$ cat src/rtl/fifo_ctrl_pkg.sv
// Shared types for the fifo_controller: data word, traffic-driver states.
package fifo_ctrl_pkg;

   localparam int DATA_W = 32;

   typedef logic [DATA_W-1:0] data_t;

   typedef enum logic [1:0] {
      S_IDLE,
      S_SEND,
      S_RECV,
      S_DONE_RSV
   } drv_state_t;

endpackage

$ cat src/rtl/decoupled_vr_if.sv
// Decoupled valid/ready link: master drives valid/data, slave drives ready.
interface decoupled_vr_if;
   import fifo_ctrl_pkg::*;

   logic  valid;
   logic  ready;
   data_t data;

   modport master (output valid, output data, input ready);
   modport slave  (input valid, input data, output ready);

endinterface

$ cat src/rtl/acc_traffic_driver.sv
// Bring-up traffic driver: sends N pattern beats to an accelerator, then sinks M results,
// reporting counts, XOR checksum, last result and a sticky timeout flag.
module acc_traffic_driver
   import fifo_ctrl_pkg::*;
#(
   parameter int    acc_index = 0,
   parameter data_t DATA_STEP = data_t'(1)
) (
   input  logic                  clk,
   input  logic                  rst,
   input  logic                  start,
   input  logic [15:0]           serialization_ratio,
   input  logic [15:0]           deserialization_ratio,
   input  logic [15:0]           timeout_cycles,
   input  data_t                 seed,
   decoupled_vr_if.master        producer_data,
   decoupled_vr_if.slave         consumer_data,
   output logic                  busy,
   output logic                  done,
   output logic                  timeout_err,
   output logic [15:0]           sent_cnt,
   output logic [15:0]           recv_cnt,
   output data_t                 checksum,
   output data_t                 last_rx,
   output logic [7:0]            status_acc_index
);

   drv_state_t  state_reg, state_next;
   logic [15:0] n_reg, n_next;
   logic [15:0] m_reg, m_next;
   logic [15:0] idle_reg, idle_next;
   data_t       pattern_reg, pattern_next;
   logic [15:0] sent_next, recv_next;
   data_t       checksum_next, last_next;
   logic        timeout_next, done_next, busy_next;

   // Link strobes decode straight from state so the first beat appears one cycle after start.
   assign producer_data.valid = (state_reg == S_SEND);
   assign producer_data.data  = pattern_reg;
   assign consumer_data.ready = (state_reg == S_RECV);
   assign status_acc_index    = 8'(acc_index);

   always_comb begin
      state_next    = state_reg;
      n_next        = n_reg;
      m_next        = m_reg;
      idle_next     = idle_reg;
      pattern_next  = pattern_reg;
      sent_next     = sent_cnt;
      recv_next     = recv_cnt;
      checksum_next = checksum;
      last_next     = last_rx;
      timeout_next  = timeout_err;
      done_next     = 1'b0;

      case (state_reg)
         S_IDLE: begin
            if (start) begin
               n_next        = serialization_ratio;
               m_next        = deserialization_ratio;
               pattern_next  = seed;
               sent_next     = '0;
               recv_next     = '0;
               checksum_next = '0;
               last_next     = '0;
               timeout_next  = 1'b0;
               idle_next     = '0;
               if (serialization_ratio != 16'd0)        state_next = S_SEND;
               else if (deserialization_ratio != 16'd0) state_next = S_RECV;
               else                                     done_next  = 1'b1;
            end
         end
         S_SEND: begin
            if (producer_data.ready) begin
               sent_next    = sent_cnt + 16'd1;
               pattern_next = pattern_reg + DATA_STEP;
               if (sent_next == n_reg) begin
                  if (m_reg != 16'd0) begin
                     state_next = S_RECV;
                  end else begin
                     state_next = S_IDLE;
                     done_next  = 1'b1;
                  end
               end
            end
         end
         S_RECV: begin
            if (consumer_data.valid) begin
               recv_next     = recv_cnt + 16'd1;
               checksum_next = checksum ^ consumer_data.data;
               last_next     = consumer_data.data;
               idle_next     = '0;
               if (recv_next == m_reg) begin
                  state_next = S_IDLE;
                  done_next  = 1'b1;
               end
            end else begin
               idle_next = idle_reg + 16'd1;
               if (timeout_cycles != 16'd0 && idle_next == timeout_cycles) begin
                  timeout_next = 1'b1;
                  state_next   = S_IDLE;
                  done_next    = 1'b1;
               end
            end
         end
         default: state_next = S_IDLE;
      endcase

      busy_next = (state_next == S_SEND) || (state_next == S_RECV);
   end

   always_ff @(posedge clk or posedge rst) begin
      if (rst) begin
         state_reg   <= S_IDLE;
         n_reg       <= '0;
         m_reg       <= '0;
         idle_reg    <= '0;
         pattern_reg <= '0;
         sent_cnt    <= '0;
         recv_cnt    <= '0;
         checksum    <= '0;
         last_rx     <= '0;
         timeout_err <= 1'b0;
         done        <= 1'b0;
         busy        <= 1'b0;
      end else begin
         state_reg   <= state_next;
         n_reg       <= n_next;
         m_reg       <= m_next;
         idle_reg    <= idle_next;
         pattern_reg <= pattern_next;
         sent_cnt    <= sent_next;
         recv_cnt    <= recv_next;
         checksum    <= checksum_next;
         last_rx     <= last_next;
         timeout_err <= timeout_next;
         done        <= done_next;
         busy        <= busy_next;
      end
   end

endmodule

$ cat src/flat_wrapper.sv
// flat-port wrapper written by rule: the top's interface ports become plain ports
module acc_traffic_driver_flat import fifo_ctrl_pkg::*;
#(
   parameter int    acc_index = 0,
   parameter data_t DATA_STEP = data_t'(1)
)
  (clk, rst, start, serialization_ratio, deserialization_ratio, timeout_cycles, seed, busy, done, timeout_err, sent_cnt, recv_cnt, checksum, last_rx, status_acc_index, producer_data_valid, producer_data_data, producer_data_ready, consumer_data_valid, consumer_data_data, consumer_data_ready);
  decoupled_vr_if producer_data_i ();
  decoupled_vr_if consumer_data_i ();
  input  logic clk;
  input  logic rst;
  input  logic start;
  input  logic [15:0] serialization_ratio;
  input  logic [15:0] deserialization_ratio;
  input  logic [15:0] timeout_cycles;
  input  data_t seed;
  output logic busy;
  output logic done;
  output logic timeout_err;
  output logic [15:0] sent_cnt;
  output logic [15:0] recv_cnt;
  output data_t checksum;
  output data_t last_rx;
  output logic [7:0] status_acc_index;
  output wire logic [$bits(producer_data_i.valid)-1:0] producer_data_valid;
  output wire logic [$bits(producer_data_i.data)-1:0] producer_data_data;
  input wire logic [$bits(producer_data_i.ready)-1:0] producer_data_ready;
  input wire logic [$bits(consumer_data_i.valid)-1:0] consumer_data_valid;
  input wire logic [$bits(consumer_data_i.data)-1:0] consumer_data_data;
  output wire logic [$bits(consumer_data_i.ready)-1:0] consumer_data_ready;
  assign producer_data_valid = producer_data_i.valid;
  assign producer_data_data = producer_data_i.data;
  assign producer_data_i.ready = producer_data_ready;
  assign consumer_data_i.valid = consumer_data_valid;
  assign consumer_data_i.data = consumer_data_data;
  assign consumer_data_ready = consumer_data_i.ready;
  acc_traffic_driver #(.acc_index(acc_index), .DATA_STEP(DATA_STEP)) u_core (.clk(clk), .rst(rst), .start(start), .serialization_ratio(serialization_ratio), .deserialization_ratio(deserialization_ratio), .timeout_cycles(timeout_cycles), .seed(seed), .producer_data(producer_data_i), .consumer_data(consumer_data_i), .busy(busy), .done(done), .timeout_err(timeout_err), .sent_cnt(sent_cnt), .recv_cnt(recv_cnt), .checksum(checksum), .last_rx(last_rx), .status_acc_index(status_acc_index));
endmodule
$ cat config.mk
export PLATFORM = sky130hd
export DESIGN_NAME = acc_traffic_driver_flat
export DESIGN_NICKNAME = d
export VERILOG_FILES = /design/src/rtl/fifo_ctrl_pkg.sv /design/src/rtl/decoupled_vr_if.sv /design/src/rtl/acc_traffic_driver.sv /design/src/flat_wrapper.sv
export SDC_FILE = /design/constraint.sdc
export NUM_CORES = 1
export LEC_CHECK = 0
export ABC_AREA = 1
export BUFFER_PORTS_ARGS = -buffer_cell sky130_fd_sc_hd__buf_4
export CAP_MARGIN = 20
export CELL_PAD_IN_SITES_DETAIL_PLACEMENT = 0
export CELL_PAD_IN_SITES_GLOBAL_PLACEMENT = 2
export CORE_MARGIN = 2
export CORE_UTILIZATION = 27
export CTS_CLUSTER_SIZE = 16
export DETAILED_ROUTE_END_ITERATION = 7
export PLACE_DENSITY = 0.81
export RECOVER_POWER = 100
export SLEW_MARGIN = 20
export SYNTH_ARGS = -nofsm -noshare
export SYNTH_HDL_FRONTEND = slang
export SYNTH_SLANG_ARGS = --single-unit
$ cat constraint.sdc
create_clock -name clk -period 6.5 [get_ports clk]
set_input_delay 1.95 -clock clk [delete_from_list [all_inputs] [get_ports clk]]
set_output_delay 1.95 -clock clk [all_outputs]
set_load 0.01 [all_outputs]
==> results.txt, run 1 <==
----------------------------------------------------
[STA]
  Number of setup violations in the final report ... 0
  RSZ-0062 raised after global routing ... false
  Period Utilization, post-route ... 77.1%
  Worst slew slack as a fraction of its limit ... -38.2%
  Clock skew after layout ... 0.00844 ns
  Minimum clock period after layout ... 5.01 ns
  Worst-Margin Slew ... 2.07 ns
  Final Hold Fails ... 0
  Final Max Tran Viols ... 167
  Final total negative setup slack ... 0 ns
  Final worst slack ... 1.49 ns
  Highest clock frequency the design can meet ... 199 MHz

[Final layout]
  Final Core Density ... 33.8%
  Filler cell count ... 4247
  Layout net count ... 1860
  Area Growth Syn to Fin ... 23.3%
  Layout cells sized above 1 ... 11.6%
  Antenna diode count ... 0
  Layout Cell Area excl Fill ... 13100 um^2

[Routing]
  Vias per std cell ... 4.68
  Routed length per placed instance ... 16.2 um
  Post-route ant nets ... 0
  1st-iter DRT viols ... 553
  Detailed-route DRC error count ... 0
  Vias after detailed routing ... 10600
  Post-Route WL ... 36.8 mm
  First-pass iteration count of the detailed router ... 5

[Yosys]
  Post-synthesis adder-cell area fraction ... 0.470%
  Post-synthesis instance total ... 1505
  Sequential-to-total area share from yosys stat ... 42.5%
  Total of warnings raised by yosys ... 0
  Fraction of the mapped netlist area in simple logic gates ... 31.9%
  Most used standard cell by instance count after synthesis ... sky130_fd_sc_hd__nand2_1
  Multiplexer fraction of the synthesized cell area ... 0%
  Cell Area, Synth ... 10600 um^2
  Primary FF master, synth ... sky130_fd_sc_hd__dfrtp_1
  Count of cell types in the netlist ... 45
  Leading cell types by count after synthesis ... 413 x sky130_fd_sc_hd__nand2_1, 208 x sky130_fd_sc_hd__inv_1, 181 x sky130_fd_sc_hd__dfrtp_1, 164 x sky130_fd_sc_hd__o21ai_0, 123 x sky130_fd_sc_hd__nand3_1
  Top cell type's share of synthesized area ... 42.5%
  Combinational family with the most area after synthesis ... simple AND/OR/NAND/NOR gates
  Number of enable-type register cells in the synthesized netlist ... 0
  XOR/XNOR share of the synthesized area ... 1.77%
  Mapped Avg Cell Area ... 7.07 um^2
  Most area-consuming cells after synthesis ... sky130_fd_sc_hd__dfrtp_1 43%, sky130_fd_sc_hd__nand2_1 15%, sky130_fd_sc_hd__o21ai_0 7.7%
  Fraction of the mapped netlist area in compound gates ... 13.6%
  Biggest area consumer among synthesized cells ... sky130_fd_sc_hd__dfrtp_1
  Share of synthesized registers carrying an async set or reset ... 100%
  Synth Register Bits ... 181

[Global routing]
  Maximum number of pins on one net before global-route repair ... 108
  Global-route wire length before repair ... 58.2 mm
  Overflow after GRT ... 0
  Number of antenna violations at the first check in global routing ... 3
  GRT Total Usage ... 18.1%
  Number of global-route vias before repair ... 10500

[Placement]
  Post-placement cell area ... 13000 um^2
  Number of buffers added on ports ... 249
  GP Congestion ... 0.834
  DPL Wire Length ... 27.4 mm
  Setup Slack @ Placement ... 2.34 ns

[Floorplanning]
  Die footprint ... 41000 um^2
  Overall die height ... 203 um
  Initial core utilization ... 27.4%
  Cell Rows ... 72
  Die Span X ... 203 um
  Core outline area ... 38800 um^2
  Number of ports placed on the die boundary ... 258

[CTS]
  CTS Root Cell ... sky130_fd_sc_hd__clkbuf_16
  CTS hold repair buffers ... 0
  H-tree depth ... 4
  Number of gates resized after cts ... 0
  Worst skew pair latency ... 0.45 ns
  Number of buffers created by CTS ... 17
  Clock tree sinks ... 181
  Reg clk slew, reported paths ... 0.08 ns
  Bufs on Longest Clock Path ... 2
  TritonCTS clock tree ... built
  Count of buffers added by post-CTS timing repair for setup ... 0

[Worst setup path]
  Critical Path End Type ... primary output
  Arrival time at the worst endpoint ... 3.06 ns
  Start point of the critical path ... u_core.state_reg[1]
  Critical path peak fanout ... 39
  Critical path endpoint ... consumer_data_ready
  Critical path start-end classification ... reg -> out
  Startpoint of the worst register-to-register path ... u_core.state_reg[1]
  Length in cells of the worst reg-to-reg path ... 10
  Delay of the slowest critical-path stage ... 1.47 ns
  Kind of start point of the critical path ... flop
  Data required time at the worst endpoint ... 4.55 ns
  Worst-case register-to-register setup slack ... 2.00 ns
  Critical-path cell with the highest stage delay ... sky130_fd_sc_hd__clkbuf_1
  Worst r2r dst ... u_core.producer_data.data[27]
  Ordered list of cells on the worst path ... nand2_1 -> clkbuf_1 -> inv_1 -> buf_4

[Flow run]
  Max capacitance violation total ... 4

[Worst hold path]
  Hold path startpoint ... u_core.last_rx[22]
  Worst hold path type ... reg -> reg

[Power and ir drop]
  Overall power consumption ... 5.31 mW
  Max rail drop VDD ... 188 uV
  Pleak ... 6.14 nW
  Power density of the placed cells ... 404 nW/um^2

[Run status]
  Violations in the final reports ... max-capacitance violations, max-slew violations
  Run status ... complete, but fails checks

----------------------------------------------------
[area by class of cell]
cell class,count,area [um^2],area share (%)
timing repair buffer,259,1450,11.0
tap,518,648,4.94
inverter,211,795,6.05
sequential,181,4530,34.5
clock buffer,17,425,3.24
multi-input combinational,1069,5110,38.9
clock inverter,15,171,1.31
[stage by stage]
stage / hold WS, ns / std cells
4_1_cts: 0.494 / 2270
2_1_floorplan: 0.466 / 1512
5_1_grt: 0.510 / 2270
6_report: 0.486 / 2270
3_3_place_gp: 0.468 / 2238
3_5_place_dp: 0.475 / 2238
[critical path, delay by kind of cell, from the launching register on]
family,cells,cell delay (ns)
buffers and inverters,3,2.05
and+or+nand+nor,1,0.10
DFF,1,0.45
[report_power, final]
group          switching [mW]  total (mW)  internal (mW)
Combinational            1.35        2.10          0.752
Clock                   0.542        1.10          0.554
Sequential              0.510        2.11           1.60
[routing by layer]
layer	part of all wire (%)	vias to the layer above	GRT usage, %
met4	0.74	6	3.55
met1	46	4958	23.2
met3	7.2	21	5.68
met5	0.12	-	0
li1	-	5356	-
met2	46	287	29.9
[worst min path at each step]
stage                                    end  slack (ns)  depth (start not counted)
after floorplan             u_core.n_reg[15]        0.47                          2
after global placement    u_core.last_rx[25]        0.47                          2
after detailed placement   u_core.last_rx[6]        0.47                          2
after CTS                  u_core.last_rx[6]        0.49                          2
after global routing       u_core.last_rx[6]        0.51                          2
final                     u_core.last_rx[22]        0.49                          2
[cells by family (layout without fill, tap and decap cells)]
kind of cell | after synthesis | count (layout)
and+or+nand+nor | 768 | 768
other | 1 | 8
xor gates and xnor gates | 20 | 20
buffers and inverters | 262 | 502
DFF | 181 | 181
adders and majority gates | 4 | 4
AOI/OAI and AO/OA | 269 | 269
[placed cells by master, fill, tap and decap left out, types with 3 or more instances in the layout]
cell,n
sky130_fd_sc_hd__nand2_1,413
sky130_fd_sc_hd__inv_1,209
sky130_fd_sc_hd__dfrtp_1,181
sky130_fd_sc_hd__o21ai_0,167
sky130_fd_sc_hd__clkbuf_1,135
sky130_fd_sc_hd__nand3_1,123
sky130_fd_sc_hd__buf_4,120
sky130_fd_sc_hd__nor2_1,118
sky130_fd_sc_hd__a21oi_1,44
sky130_fd_sc_hd__nand4_1,39
sky130_fd_sc_hd__o22ai_1,32
sky130_fd_sc_hd__clkbuf_16,17
sky130_fd_sc_hd__xor2_1,16
sky130_fd_sc_hd__nor3_1,13
sky130_fd_sc_hd__nand3b_1,11
sky130_fd_sc_hd__nand2_2,10
sky130_fd_sc_hd__nor2_2,10
sky130_fd_sc_hd__conb_1,8
sky130_fd_sc_hd__inv_6,7
sky130_fd_sc_hd__nor4_1,6
sky130_fd_sc_hd__or2_2,6
sky130_fd_sc_hd__nand3_2,5
sky130_fd_sc_hd__a31oi_1,5
sky130_fd_sc_hd__o21ai_2,5
sky130_fd_sc_hd__inv_8,5
sky130_fd_sc_hd__nor2_4,4
sky130_fd_sc_hd__o21ai_1,4
sky130_fd_sc_hd__o211ai_1,4
sky130_fd_sc_hd__ha_1,4
sky130_fd_sc_hd__xnor2_1,3
sky130_fd_sc_hd__clkbuf_4,3
No activity file was read; power rests on OpenSTA's default activity.
==> run 2: changes to the inputs <==
--- a/config.mk
+++ b/config.mk
@@ -11,10 +11,10 @@
 export CELL_PAD_IN_SITES_DETAIL_PLACEMENT = 0
 export CELL_PAD_IN_SITES_GLOBAL_PLACEMENT = 2
 export CORE_MARGIN = 2
-export CORE_UTILIZATION = 27
+export CORE_UTILIZATION = 30
 export CTS_CLUSTER_SIZE = 16
 export DETAILED_ROUTE_END_ITERATION = 7
-export PLACE_DENSITY = 0.81
+export PLACE_DENSITY = 0.86
 export RECOVER_POWER = 100
 export SLEW_MARGIN = 20
 export SYNTH_ARGS = -nofsm -noshare
==> constraint.sdc (replaced) <==
create_clock -name clk -period 4.8 [get_ports clk]
set_input_delay 1.44 -clock clk [delete_from_list [all_inputs] [get_ports clk]]
set_output_delay 1.44 -clock clk [all_outputs]
set_load 0.01 [all_outputs]
==> run 2 against run 1 <==
Against the previous run: the run still ends with max-capacitance violations, max-slew violations left; via count is 0.67% lower; clock skew is 0.0016 ns higher; final cell count shrank 2.8%; total power increased by 33%; combinational power is 36% higher; worst hold slack worse by 0.0075 ns; routed wire length fell by 2.9%; sequential power is 35% higher; setup slack got worse by 0.61 ns; first-iteration DRC count is 16% lower; core utilization grew 3.7 points; largest cell class unchanged.
==> results.txt, run 2 (same netlist as run 1, synthesis figures left out) <==
----------------------------------------------------
[Run status]
  Run status ... complete, but fails checks
  Violations in the final reports ... max-capacitance violations, max-slew violations

[STA]
  Clock skew after layout ... 0.0101 ns (+0.00162 ns)
  Period Utilization, post-route ... 81.7%
  RSZ-0062 raised after global routing ... false
  Final Hold Fails ... 0 (unchanged)
  Minimum clock period after layout ... 3.92 ns
  Final total negative setup slack ... 0 ns (unchanged)
  Smallest hold slack ... 0.479 ns (-0.00754 ns)
  Worst-Margin Slew ... 2.09 ns (+0.0125 ns)
  Highest clock frequency the design can meet ... 255 MHz
  Final Max Tran Viols ... 217 (+30%)
  Worst slew slack as a fraction of its limit ... -39.1% (-0.83 points)
  Number of setup violations in the final report ... 0 (unchanged)

[Power and ir drop]
  Power density of the placed cells ... 544 nW/um^2 (+35%)
  Max rail drop VDD ... 238 uV (+26%)
  Pleak ... 6.12 nW (-0.33%)
  Overall power consumption ... 7.09 mW (+33%)

[Routing]
  1st-iter DRT viols ... 467 (-16%)
  Vias per std cell ... 4.78 (+2.2%)
  Post-Route WL ... 35.8 mm (-2.9%)
  Post-route ant nets ... 0 (unchanged)
  Detailed-route DRC error count ... 0 (unchanged)
  Routed length per placed instance ... 16.2 um (-0.13%)
  Vias after detailed routing ... 10600 (-0.67%)
  First-pass iteration count of the detailed router ... 6 (+1)

[Final layout]
  Filler cell count ... 3845 (-9.5%)
  Area of combinational cells with multiple inputs ... 5090 um^2 (-0.32%)
  Most frequent cells in the layout ... 413 x sky130_fd_sc_hd__nand2_1, 208 x sky130_fd_sc_hd__inv_1, 181 x sky130_fd_sc_hd__dfrtp_1
  Register cell area after layout ... 4530 um^2 (unchanged)
  Leading cell type in the layout, fill and taps excluded ... sky130_fd_sc_hd__nand2_1
  Area Growth Syn to Fin ... 22.3%
  Layout cells sized above 1 ... 11.5% (-0.11 points)
  Layout Cell Area excl Fill ... 13000 um^2 (-0.83%)
  Layout net count ... 1861 (+0.054%)
  Antenna diode count ... 0 (unchanged)

[CTS]
  H-tree depth ... 4 (unchanged)
  Bufs on Longest Clock Path ... 2 (unchanged)
  Number of buffers created by CTS ... 17 (unchanged)
  Reg clk slew, reported paths ... 0.07 ns (about the same)
  Clock tree sinks ... 181 (unchanged)
  CTS hold repair buffers ... 0 (unchanged)
  CTS Root Cell ... sky130_fd_sc_hd__clkbuf_16
  Worst skew pair latency ... 0.44 ns (about the same)
  TritonCTS clock tree ... built
  Number of gates resized after cts ... 0 (unchanged)
  Count of buffers added by post-CTS timing repair for setup ... 0 (unchanged)

[Global routing]
  Number of global-route vias before repair ... 10500 (+0.47%)
  Global-route wire length before repair ... 56.6 mm (-2.8%)
  Overflow after GRT ... 0 (unchanged)
  Maximum number of pins on one net before global-route repair ... 107 (-0.93%)
  Number of antenna violations at the first check in global routing ... 0 (-3)
  GRT Total Usage ... 19.7% (+1.6 points)

[Worst setup path]
  Startpoint of the worst register-to-register path ... u_core.state_reg[1]
  Start point of the critical path ... u_core.state_reg[1]
  Arrival time at the worst endpoint ... 2.48 ns (-0.58 ns)
  Kind of start point of the critical path ... flop
  Critical Path End Type ... primary output
  Critical path start-end classification ... reg -> out
  Critical path peak fanout ... 19 (-51%)
  Data required time at the worst endpoint ... 3.36 ns (-1.19 ns)

[Placement]
  DPL Wire Length ... 26.4 mm (-3.6%)
  Post-placement cell area ... 13000 um^2 (-0.51%)
  GP Congestion ... 0.847 (+1.5%)
  Number of buffers added on ports ... 249 (unchanged)

[Floorplanning]
  Die Span X ... 192 um (-5.0%)
  Core outline area ... 34700 um^2 (-11%)
  Overall die height ... 192 um (-5.0%)
  Die footprint ... 37000 um^2 (-9.8%)
  Number of ports placed on the die boundary ... 258 (unchanged)
  Cell Rows ... 68 (-5.6%)
  Initial core utilization ... 30.7% (+3.2 points)

[Worst hold path]
  Hold path startpoint ... u_core.last_rx[17]
  Worst hold path type ... reg -> reg

[Flow run]
  Max capacitance violation total ... 4 (unchanged)

----------------------------------------------------
run 2: through the flow:
step / utilization (%) / std cells / setup WS (ns)
2_1_floorplan: - / 1512 / 1.04
3_3_place_gp: 37.4 / 2175 / 1.30
3_5_place_dp: 37.4 / 2175 / 1.29
4_1_cts: 39.0 / 2206 / 1.53
5_1_grt: 37.5 / 2207 / 0.730
6_report: 37.5 / 2207 / 0.878
run 2: routing by layer:
metal | vias to the layer above | wire length [um] | global-route usage [%] | share of wire, %
met1 | 4902 | 16100 | 25.7 | 45
li1 | 5347 | - | - | -
met2 | 278 | 16600 | 32.1 | 46
met5 | - | 0 | 0 | 0
met3 | 30 | 2600 | 5.26 | 7.3
met4 | 0 | 511 | 5.61 | 1.4
run 2: final timing paths:
kind / endpoint / slack (ns) / cells after the start
hold reg to reg: u_core.last_rx[17] / 0.48 / 2
max in group asynchronous: u_core.producer_data.data[17] / 1.70 / 3
setup / recovery: producer_data_valid / 0.88 / 2
hold / removal: u_core.last_rx[17] / 0.48 / 2
min in group asynchronous: u_core.last_rx[11] / 1.18 / 3
setup reg to reg: u_core.producer_data.data[5] / 1.51 / 7
run 2: critical path, stage by stage, from the launching register on:
cell	delay [ns]
sky130_fd_sc_hd__dfrtp_1	0.42
sky130_fd_sc_hd__nor2_1	1.31
sky130_fd_sc_hd__buf_4	0.30
run 2: report_power, final:
group / switching [mW] / internal (mW) / total, mW / leakage [nW]
sequential: 0.675 / 2.17 / 2.84 / 2.33
clock: 0.620 / 0.776 / 1.40 / 0.262
combinational: 1.83 / 1.02 / 2.85 / 3.52
total: 3.12 / 3.96 / 7.09 / 6.12
run 2: area by class of cell:
type,count,share of cell area (%)
inverters,211,6.10
clock buffers,22,3.49
multi-input cells,1069,39.1
clock inverters,9,0.807
well taps,455,4.37
flip-flops and latches,181,34.8
repair buffers,260,11.3
